`src/rtl/return_stack_ctrl_if.sv`:
```
// Request/response bundle between decode/PC logic, the return-stack sequencer and the
// 64-deep return_stack (stackOP/w out, top-of-stack a in).
interface return_stack_ctrl_if #(
  parameter int unsigned WIDTH = 16,
  parameter int unsigned DW    = 7
);
  logic             call_req;
  logic             ret_req;
  logic [WIDTH-1:0] call_addr;
  logic             clr_flags;
  logic [WIDTH-1:0] a;
  logic [1:0]       stackOP;
  logic [WIDTH-1:0] w;
  logic             ready;
  logic             done;
  logic [WIDTH-1:0] ret_addr;
  logic [DW-1:0]    depth;
  logic             overflow;
  logic             underflow;

  modport master (
    output call_req, ret_req, call_addr, clr_flags, a,
    input  stackOP, w, ready, done, ret_addr, depth, overflow, underflow
  );

  modport slave (
    input  call_req, ret_req, call_addr, clr_flags, a,
    output stackOP, w, ready, done, ret_addr, depth, overflow, underflow
  );
endinterface

```
`src/rtl/return_stack_ctrl.sv`:
```
// CALL/RET sequencer for the return_stack: IDLE -> PUSH/POP -> DONE, all outputs registered.
// Optional RSCTRL_TAILCALL_EN: simultaneous call+ret does POP then PUSH (replace top).
module return_stack_ctrl #(
  parameter int unsigned WIDTH = 16,
  parameter int unsigned DEPTH = 64,
  parameter int unsigned DW    = 7
) (
  input  logic                CLK,
  input  logic                reset,
  return_stack_ctrl_if.slave  bus
);

  typedef enum logic [1:0] {StIdle, StPush, StPop, StDone} state_e;

  localparam logic [1:0] OpNop  = 2'd0;
  localparam logic [1:0] OpPush = 2'd1;
  localparam logic [1:0] OpPop  = 2'd3;

  state_e           state_q, state_d;
  logic [1:0]       stack_op_q, stack_op_d;
  logic [WIDTH-1:0] w_q, w_d;
  logic             ready_q, ready_d;
  logic             done_q, done_d;
  logic [WIDTH-1:0] ret_addr_q, ret_addr_d;
  logic [DW-1:0]    depth_q, depth_d;
  logic             overflow_q, overflow_d;
  logic             underflow_q, underflow_d;
  logic             tail_q, tail_d;

  logic do_push, do_pop, finish, ovf_set, unf_set;

  always_comb begin
    state_d    = state_q;
    stack_op_d = stack_op_q;
    w_d        = w_q;
    ready_d    = ready_q;
    done_d     = 1'b0;
    ret_addr_d = ret_addr_q;
    depth_d    = depth_q;
    tail_d     = tail_q;
    do_push    = 1'b0;
    do_pop     = 1'b0;
    finish     = 1'b0;
    ovf_set    = 1'b0;
    unf_set    = 1'b0;

    unique case (state_q)
      StIdle: begin
        if (bus.call_req) begin
          w_d = bus.call_addr;
`ifdef RSCTRL_TAILCALL_EN
          if (bus.ret_req) begin
            do_pop = 1'b1;
            tail_d = 1'b1;
          end else begin
            do_push = 1'b1;
          end
`else
          do_push = 1'b1;
`endif
        end else if (bus.ret_req) begin
          do_pop = 1'b1;
        end
      end
      StPop: begin
        // A replace continues with the push half before completing.
        if (tail_q) begin
          do_push = 1'b1;
          tail_d  = 1'b0;
        end else begin
          finish = 1'b1;
        end
      end
      StPush: finish = 1'b1;
      StDone: begin
        state_d = StIdle;
        ready_d = 1'b1;
      end
      default: state_d = StIdle;
    endcase

    if (finish) begin
      state_d    = StDone;
      stack_op_d = OpNop;
      done_d     = 1'b1;
    end

    // At full the stack drops its bottom entry, so the push is still issued.
    if (do_push) begin
      state_d    = StPush;
      stack_op_d = OpPush;
      ready_d    = 1'b0;
      if (depth_q == DW'(DEPTH)) begin
        ovf_set = 1'b1;
      end else begin
        depth_d = depth_q + DW'(1);
      end
    end

    if (do_pop) begin
      state_d = StPop;
      ready_d = 1'b0;
      if (depth_q != '0) begin
        ret_addr_d = bus.a;
        stack_op_d = OpPop;
        depth_d    = depth_q - DW'(1);
      end else begin
        ret_addr_d = '0;
        stack_op_d = OpNop;
        unf_set    = 1'b1;
      end
    end

    overflow_d  = ovf_set | (overflow_q & ~bus.clr_flags);
    underflow_d = unf_set | (underflow_q & ~bus.clr_flags);
  end

  always_ff @(posedge CLK or negedge reset) begin
    if (!reset) begin
      state_q     <= StIdle;
      stack_op_q  <= OpNop;
      w_q         <= '0;
      ready_q     <= 1'b1;
      done_q      <= 1'b0;
      ret_addr_q  <= '0;
      depth_q     <= '0;
      overflow_q  <= 1'b0;
      underflow_q <= 1'b0;
      tail_q      <= 1'b0;
    end else begin
      state_q     <= state_d;
      stack_op_q  <= stack_op_d;
      w_q         <= w_d;
      ready_q     <= ready_d;
      done_q      <= done_d;
      ret_addr_q  <= ret_addr_d;
      depth_q     <= depth_d;
      overflow_q  <= overflow_d;
      underflow_q <= underflow_d;
      tail_q      <= tail_d;
    end
  end

  assign bus.stackOP   = stack_op_q;
  assign bus.w         = w_q;
  assign bus.ready     = ready_q;
  assign bus.done      = done_q;
  assign bus.ret_addr  = ret_addr_q;
  assign bus.depth     = depth_q;
  assign bus.overflow  = overflow_q;
  assign bus.underflow = underflow_q;

endmodule
```
`src/flat_wrapper.sv`:
```
// flat-port wrapper written by rule: the top's interface ports become plain ports
module return_stack_ctrl_flat 
#(
  parameter int unsigned WIDTH = 16,
  parameter int unsigned DEPTH = 64,
  parameter int unsigned DW    = 7
)
  (CLK, reset, bus_call_req, bus_ret_req, bus_call_addr, bus_clr_flags, bus_a, bus_stackOP, bus_w, bus_ready, bus_done, bus_ret_addr, bus_depth, bus_overflow, bus_underflow);
  return_stack_ctrl_if #(.WIDTH(WIDTH), .DW(DW)) bus_i ();
  input  logic CLK;
  input  logic reset;
  input wire logic [$bits(bus_i.call_req)-1:0] bus_call_req;
  input wire logic [$bits(bus_i.ret_req)-1:0] bus_ret_req;
  input wire logic [$bits(bus_i.call_addr)-1:0] bus_call_addr;
  input wire logic [$bits(bus_i.clr_flags)-1:0] bus_clr_flags;
  input wire logic [$bits(bus_i.a)-1:0] bus_a;
  output wire logic [$bits(bus_i.stackOP)-1:0] bus_stackOP;
  output wire logic [$bits(bus_i.w)-1:0] bus_w;
  output wire logic [$bits(bus_i.ready)-1:0] bus_ready;
  output wire logic [$bits(bus_i.done)-1:0] bus_done;
  output wire logic [$bits(bus_i.ret_addr)-1:0] bus_ret_addr;
  output wire logic [$bits(bus_i.depth)-1:0] bus_depth;
  output wire logic [$bits(bus_i.overflow)-1:0] bus_overflow;
  output wire logic [$bits(bus_i.underflow)-1:0] bus_underflow;
  assign bus_i.call_req = bus_call_req;
  assign bus_i.ret_req = bus_ret_req;
  assign bus_i.call_addr = bus_call_addr;
  assign bus_i.clr_flags = bus_clr_flags;
  assign bus_i.a = bus_a;
  assign bus_stackOP = bus_i.stackOP;
  assign bus_w = bus_i.w;
  assign bus_ready = bus_i.ready;
  assign bus_done = bus_i.done;
  assign bus_ret_addr = bus_i.ret_addr;
  assign bus_depth = bus_i.depth;
  assign bus_overflow = bus_i.overflow;
  assign bus_underflow = bus_i.underflow;
  return_stack_ctrl #(.WIDTH(WIDTH), .DEPTH(DEPTH), .DW(DW)) u_core (.CLK(CLK), .reset(reset), .bus(bus_i));
endmodule
```
`config.mk`:
```
export PLATFORM = sky130hd
export DESIGN_NAME = return_stack_ctrl_flat
export DESIGN_NICKNAME = d
export VERILOG_FILES = /design/src/rtl/return_stack_ctrl_if.sv /design/src/rtl/return_stack_ctrl.sv /design/src/flat_wrapper.sv
export SDC_FILE = /design/constraint.sdc
export NUM_CORES = 1
export LEC_CHECK = 0
export BUFFER_PORTS_ARGS = -buffer_cell sky130_fd_sc_hd__buf_2
export CORE_ASPECT_RATIO = 1.4
export CORE_UTILIZATION = 52
export DETAILED_ROUTE_END_ITERATION = 10
export GPL_TIMING_DRIVEN = 0
export HOLD_SLACK_MARGIN = 0.12
export PLACE_DENSITY = 0.95
export SYNTH_ARGS = -nofsm -noshare
export SYNTH_HDL_FRONTEND = slang
export SYNTH_SLANG_ARGS = --single-unit
```
`constraint.sdc`:
```
create_clock -name CLK -period 6.6 [get_ports CLK]
set_input_delay 0 -clock CLK [delete_from_list [all_inputs] [get_ports CLK]]
set_output_delay 0 -clock CLK [all_outputs]
set_load 0.01 [all_outputs]
```
==> flow_metrics.py, run 1 <==
metrics = {
    "timing": {
        "fin_skew_ns": 0.01326,
        "finalHoldViolCount": 0,
        "setup-violations-final": 0,
        "whs_ns": 0.4097,
        "max_freq_mhz": 335.9,
        "rsz0062_at_grt": "no",
        "tightest_slew_ns": 0.9933,
        "slew_headroom_pct": 33.78,
        "period_minus_slack_ns": 2.977,
        "setup_tns_ns": 0,
        "post-route-period-util_pct": 45.11,
        "slew_viol_final": 0,
    },
    "clock_tree": {
        "clk_pin_slew_ns": 0.09,
        "cts-root-buf": "clkbuf_8",
        "cts_sinks": 47,
        "clock_latency_ns": 0.29,
        "numCtsBuffers": 5,
        "h-tree-depth": 2,
        "cts_resized": 0,
        "clock_path_buffers": 2,
        "cts_tree": "done",
    },
    "worst_setup_path": {
        "critical_path.top_delay_family": "simple AND/OR/NAND/NOR gates",
        "cp_slowest_cell": "nor3_1",
        "r2r_setup_slack_ns": 3.62,
        "ff2ff_path_depth": 8,
        "endpoint_kind": "flip-flop",
        "path_buf_inv": 3,
        "cpPeakStageDelay_ns": 0.66,
        "critical_path_class": "flip-flop to flip-flop",
        "crit_cells": 8,
        "reg2reg_to": "u_core.bus.stackOP[1]",
        "cp.required_ns": 6.77,
        "reg2reg_from": "u_core.bus.depth[0]",
        "crit_end": "u_core.bus.stackOP[1]",
        "critPathArrivalTime_ns": 3.15,
        "critPathLaunchType": "flip-flop",
        "path_cells": "inv_1 > ha_1 > or4b_1 > clkbuf_2 > nor3_1 > o22a_1 > o22ai_1 > dlygate4sd3_1",
        "worstPathMaxFanout": 9,
        "critPathLaunch": "u_core.bus.depth[0]",
    },
    "flow_run": {
        "max_cap_violations": 0,
    },
    "synth": {
        "syn_nets": 276,
        "synth_seq_cells": 47,
        "synthTopCellsByArea": "dfrtp_1 54%, nand2_1 15%, o21ai_0 5.4%",
        "ys_types": 37,
        "synth.avg_cell_area_um2": 9.003,
        "netlist_instances": 235,
        "syn_area_um2": 2116,
        "yosys.area.top_type": "dfrtp_1",
        "synth-seq-area-share_pct": 55.65,
        "synth_top_area_share_pct": 54.41,
        "yosysWarnings": 0,
    },
    "detailed_routing": {
        "via_count": 2145,
        "vias_per_cell": 5.309,
        "drc": 0,
        "first_iter_violations": 103,
        "wl_per_cell_um": 13.55,
        "dr.pass1.iters": 4,
        "ant_nets": 0,
        "routed_wl_um": 5474,
    },
    "grt": {
        "globalRouteMet3Util_pct": 6.000,
        "antenna_found_initial": 0,
        "grt_pass1_vias": 2114,
        "grt_pass1_wl_um": 9128,
        "track_usage_pct": 26.79,
        "top_usage_layer": "met2",
        "grt_use_met1_pct": 29.64,
        "overflow": 0,
        "grt_max_degree": 48,
        "use_met2_pct": 49.40,
    },
    "floorplan": {
        "start_util_pct": 53.99,
        "dieArea_um2": 4332,
        "rows": 27,
        "die_y_um": 77.48,
        "num_io_pins": 82,
        "fp.dieW_um": 55.91,
        "core-area_um2": 3919,
    },
    "finish": {
        "diodes": 0,
        "layout_common_cells": "85 x nand2_1, 82 x buf_2, 46 x dfrtp_1, 37 x dlygate4sd3_1, 23 x o21ai_0",
        "final_util_pct": 78.16,
        "final_cells": 404,
        "layout_commonest_cell": "nand2_1",
        "fin_nets": 401,
        "drive_gt1_share_pct": 26.32,
        "area_growth_pct": 44.77,
    },
    "placed_design": {
        "gp_congestion": 0.8162,
        "dp_cells": 359,
        "dp_hpwl_um": 3279,
        "io_buffers": 81,
    },
    "status": {
        "outcome": "complete, no violations",
    },
    "hold_path": {
        "hp-class": "primary input to async pin",
    },
    "pwr": {
        "power.density_nw_per_um2": 387.3,
        "power.leakage_nw": 1.591,
        "vdd_drop_max_v": 0.0003641,
    },
}
-- through the flow --
stage / total power [mW] / cell area [um^2] / worst slack [ns]
floorplan: 0.7609 / 2116 / 4.327
global placement: 0.9254 / 2575 / 4.092
detailed placement: 0.9474 / 2575 / 4.050
CTS: 1.181 / 3063 / 3.647
global route: 1.275 / 3063 / 3.425
finish: 1.186 / 3063 / 3.623
-- worst register-to-register path, stage by stage (launching register included) --
cell	delay (ns)
dfrtp_1	0.46
inv_1	0.09
ha_1	0.20
or4b_1	0.44
clkbuf_2	0.16
nor3_1	0.66
o22a_1	0.23
o22ai_1	0.06
dlygate4sd3_1	0.56
-- power by group --
| part | leakage [nW] | internal, mW | switching (mW) |
|---|---|---|---|
| sequential | 0.590 | 0.410 | 0.0798 |
| clock | 0.0612 | 0.123 | 0.0924 |
| combinational | 0.940 | 0.212 | 0.269 |
| total | 1.59 | 0.745 | 0.441 |
-- layout make-up --
cell class	count	area, um^2
multi-input combinational	167	848.3
timing repair buffer	118	775.7
fill	258	855.8
buffer	15	67.56
clock buffer	6	82.58
inverter	6	22.52
tap	43	53.80
clock inverter	2	35.03
sequential	47	1177
-- flip-flops by register name (all words and copies together), names as in the netlist --
| signal | count |
|---|---|
| u_core.bus.depth | 7 |
| u_core.bus.w | 16 |
| u_core.state_q | 2 |
| u_core.bus.ret_addr | 16 |
| u_core.bus.ready | 1 |
| u_core.bus.done | 1 |
| u_core.bus.stackOP | 2 |
| u_core.bus.underflow | 1 |
| u_core.bus.overflow | 1 |
-- cells by family after synthesis --
group,count (synthesis),share of synthesized area [%]
DFF,47,55.65
and+or+nand+nor,112,22.53
buffers and inverters,21,4.258
AOI/OAI and AO/OA,50,14.78
xor gates and xnor gates,1,0.4140
adders and majority gates,4,2.366
-- per-layer routing --
layer | routed length [um] | share of wire [%]
met5 | 0 | 0
met4 | 129 | 2.4
met3 | 340 | 6.2
met2 | 2840 | 52
met1 | 2164 | 40
-- timing repair --
| item | in CTS | in global routing |
|---|---|---|
| buffers inserted | 0 | 0 |
| hold buffers | 37 | 0 |
| endpoints found under the hold margin | 83 | 0 |
-- cells in the mapped netlist --
master,number
nand2_1,85
dfrtp_1,46
o21ai_0,23
clkbuf_1,10
a21oi_1,8
inv_1,6
nor3_1,6
nor2_1,5
ha_1,4
o22a_1,4
and3_1,3
o32a_1,3
a22o_1,2
a31oi_1,2
and2_1,2
clkbuf_2,2
nor2b_1,2
o31ai_1,2
or3_1,2
a21boi_1,1
a221oi_1,1
a2bb2oi_1,1
and3_2,1
and3b_1,1
buf_1,1
buf_2,1
buf_6,1
dfstp_2,1
nand2b_1,1
nand3_1,1
nand3b_1,1
nor3b_1,1
o21a_1,1
o22ai_1,1
o32ai_1,1
or4b_1,1
xnor2_1,1
-- worst min path at each step --
stage | end | slack (ns) | cells past startpoint
2_1_floorplan | u_core.bus.depth[0] | -0.30 | 0
3_3_place_gp | u_core.bus.w[9] | 0.19 | 3
3_5_place_dp | u_core.bus.w[14] | 0.20 | 3
4_1_cts | u_core.bus.w[0] | 0.42 | 4
5_1_grt | u_core.bus.w[13] | 0.45 | 4
6_report | u_core.bus.ret_addr[0] | 0.41 | 2
No activity file was read; power rests on OpenSTA's default activity.
==> run 2, diff against run 1 <==
- CORE_UTILIZATION: 52 -> 48
- PLACE_DENSITY: 0.95 -> 0.9
- clock period: 6.6 -> 2.8 ns (I/O delays scaled with it)
==> run 2 against run 1 <==
Compared with the run above:
- register-to-register slack worse by 3.3 ns
- cell area about the same
- total power up 130%
- die area up 8.1%
- critical path type unchanged
- critical endpoint is now u_core.bus.depth[2]
- highest routed layer unchanged
==> flow_metrics.py, run 2 (synthesis gave the netlist of run 1 again) <==
metrics = {
    "grt": {
        "antenna_found_initial": 0,
        "overflow": 0,
        "track_usage_pct": 25.54,
        "grt_pass1_wl_um": 9004,
        "grt_max_degree": 48,
        "grt_pass1_vias": 2067,
    },
    "timing": {
        "slew_headroom_pct": 32.23,
        "rsz0062_at_grt": "no",
        "period_minus_slack_ns": 2.496,
        "fin_skew_ns": 0.007643,
        "post-route-period-util_pct": 89.14,
        "setup_tns_ns": 0,
        "slew_viol_final": 0,
        "setup-violations-final": 0,
        "max_freq_mhz": 400.7,
        "tightest_slew_ns": 1.016,
        "finalHoldViolCount": 0,
    },
    "floorplan": {
        "start_util_pct": 49.91,
        "core-area_um2": 4239,
        "dieArea_um2": 4681,
        "rows": 28,
        "die_y_um": 80.56,
        "fp.dieW_um": 58.11,
        "num_io_pins": 82,
    },
    "worst_setup_path": {
        "ff2ff_path_depth": 7,
        "path_cells": "inv_1 > ha_1 > or4b_1 > clkbuf_2 > o31ai_1 > a21boi_1 > o32a_1",
        "critPathArrivalTime_ns": 2.68,
        "reg2reg_to": "u_core.bus.depth[2]",
        "worstPathMaxFanout": 7,
        "critical_path.top_delay_family": "compound AO/OA/AOI/OAI gates",
        "reg2reg_from": "u_core.bus.depth[0]",
        "endpoint_kind": "flip-flop",
        "critical_path_class": "flip-flop to flip-flop",
        "r2r_setup_slack_ns": 0.30,
        "cp_slowest_cell": "o31ai_1",
        "critPathLaunchType": "flip-flop",
        "cp.required_ns": 2.99,
        "path_buf_inv": 2,
        "cpPeakStageDelay_ns": 0.57,
    },
    "clock_tree": {
        "cts_setup_buffers": 0,
        "cts-root-buf": "clkbuf_8",
        "numCtsBuffers": 5,
        "clock_path_buffers": 2,
        "cts_tree": "done",
        "clk_pin_slew_ns": 0.08,
        "h-tree-depth": 2,
        "clock_latency_ns": 0.30,
        "cts_sinks": 47,
    },
    "finish": {
        "fin_nets": 400,
        "drive_gt1_share_pct": 26.67,
        "fillCellCount": 304,
        "layout_commonest_cell": "nand2_1",
        "layout_common_cells": "85 x nand2_1, 82 x buf_2, 46 x dfrtp_1, 36 x dlygate4sd3_1, 23 x o21ai_0",
        "diodes": 0,
        "area_growth_pct": 44.88,
    },
    "detailed_routing": {
        "wl_per_cell_um": 12.88,
        "via_count": 2124,
        "dr.pass1.iters": 4,
        "ant_nets": 0,
        "first_iter_violations": 100,
        "drc": 0,
        "routed_wl_um": 5409,
        "vias_per_cell": 5.057,
    },
    "flow_run": {
        "max_cap_violations": 0,
    },
    "pwr": {
        "power.density_nw_per_um2": 886.5,
        "report.power.total_mw": 2.718,
        "vdd_drop_max_v": 0.0004826,
        "power.leakage_nw": 1.577,
    },
    "placed_design": {
        "gp_congestion": 0.8736,
        "dp_hpwl_um": 3317,
        "io_buffers": 81,
    },
    "status": {
        "outcome": "complete, no violations",
    },
    "hold_path": {
        "hp-class": "primary input to async pin",
    },
}
[run 2: cell type report]
type | count | area, um^2 | area share [%]
Tap cell | 60 | 75.07 | 2.449
Clock inverter | 1 | 7.507 | 0.2449
Inverter | 6 | 22.52 | 0.7347
Sequential cell | 47 | 1177 | 38.41
Timing Repair Buffer | 117 | 765.7 | 24.98
Buffer | 15 | 67.56 | 2.204
Multi-Input combinational cell | 167 | 853.3 | 27.84
Clock buffer | 7 | 96.34 | 3.143
[run 2: report_power, final]
part / switching (mW) / total, mW / internal (mW) / leakage [nW]
clock: 0.222 / 0.446 / 0.225 / 0.0505
sequential: 0.189 / 1.16 / 0.967 / 0.590
combinational: 0.624 / 1.12 / 0.491 / 0.936
total: 1.03 / 2.72 / 1.68 / 1.58
[run 2: stage by stage]
| step | util [%] | cell area [um^2] | setup WS [ns] | hold slack (ns) | cells |
|---|---|---|---|---|---|
| floorplan | - | 2116 | 0.5268 | -0.2956 | 235 |
| global placement | 61.25 | 2596 | 0.2425 | 0.1910 | 376 |
| detailed placement | 61.25 | 2596 | 0.2082 | 0.1926 | 376 |
| CTS | 72.20 | 3060 | 0.1800 | 0.4141 | 420 |
| global route | 72.31 | 3065 | 0.1583 | 0.4380 | 420 |
| finish | 72.31 | 3065 | 0.3041 | 0.4252 | 420 |
[run 2: layer usage]
layer,vias up,track usage (%),wire length [um],part of all wire (%)
met3,11,6.119,319,5.9
li1,1028,-,-,-
met4,0,10.48,97,1.8
met2,81,47.82,2908,54
met1,1004,26.57,2085,39
met5,-,0,0,0
[run 2: worst max path at each step]
| stage | cells past startpoint | slack [ns] | endpoint | start |
|---|---|---|---|---|
| floorplan | 8 | 0.53 | u_core.bus.depth[2] | u_core.bus.depth[0] |
| global placement | 7 | 0.24 | u_core.bus.ret_addr[5] | u_core.bus.depth[0] |
| detailed placement | 7 | 0.21 | u_core.bus.ret_addr[14] | u_core.bus.depth[0] |
| CTS | 7 | 0.18 | u_core.bus.ret_addr[14] | u_core.bus.depth[0] |
| global route | 7 | 0.16 | u_core.bus.depth[2] | u_core.bus.depth[0] |
| finish | 7 | 0.30 | u_core.bus.depth[2] | u_core.bus.depth[0] |
[run 2: what timing repair did]
| action | in CTS | in global routing |
|---|---|---|
| endpoints found under the setup margin | 0 | 10 |
| hold buffers | 36 | 0 |
| gates resized for setup | 0 | 1 |
| endpoints found under the hold margin | 83 | 0 |
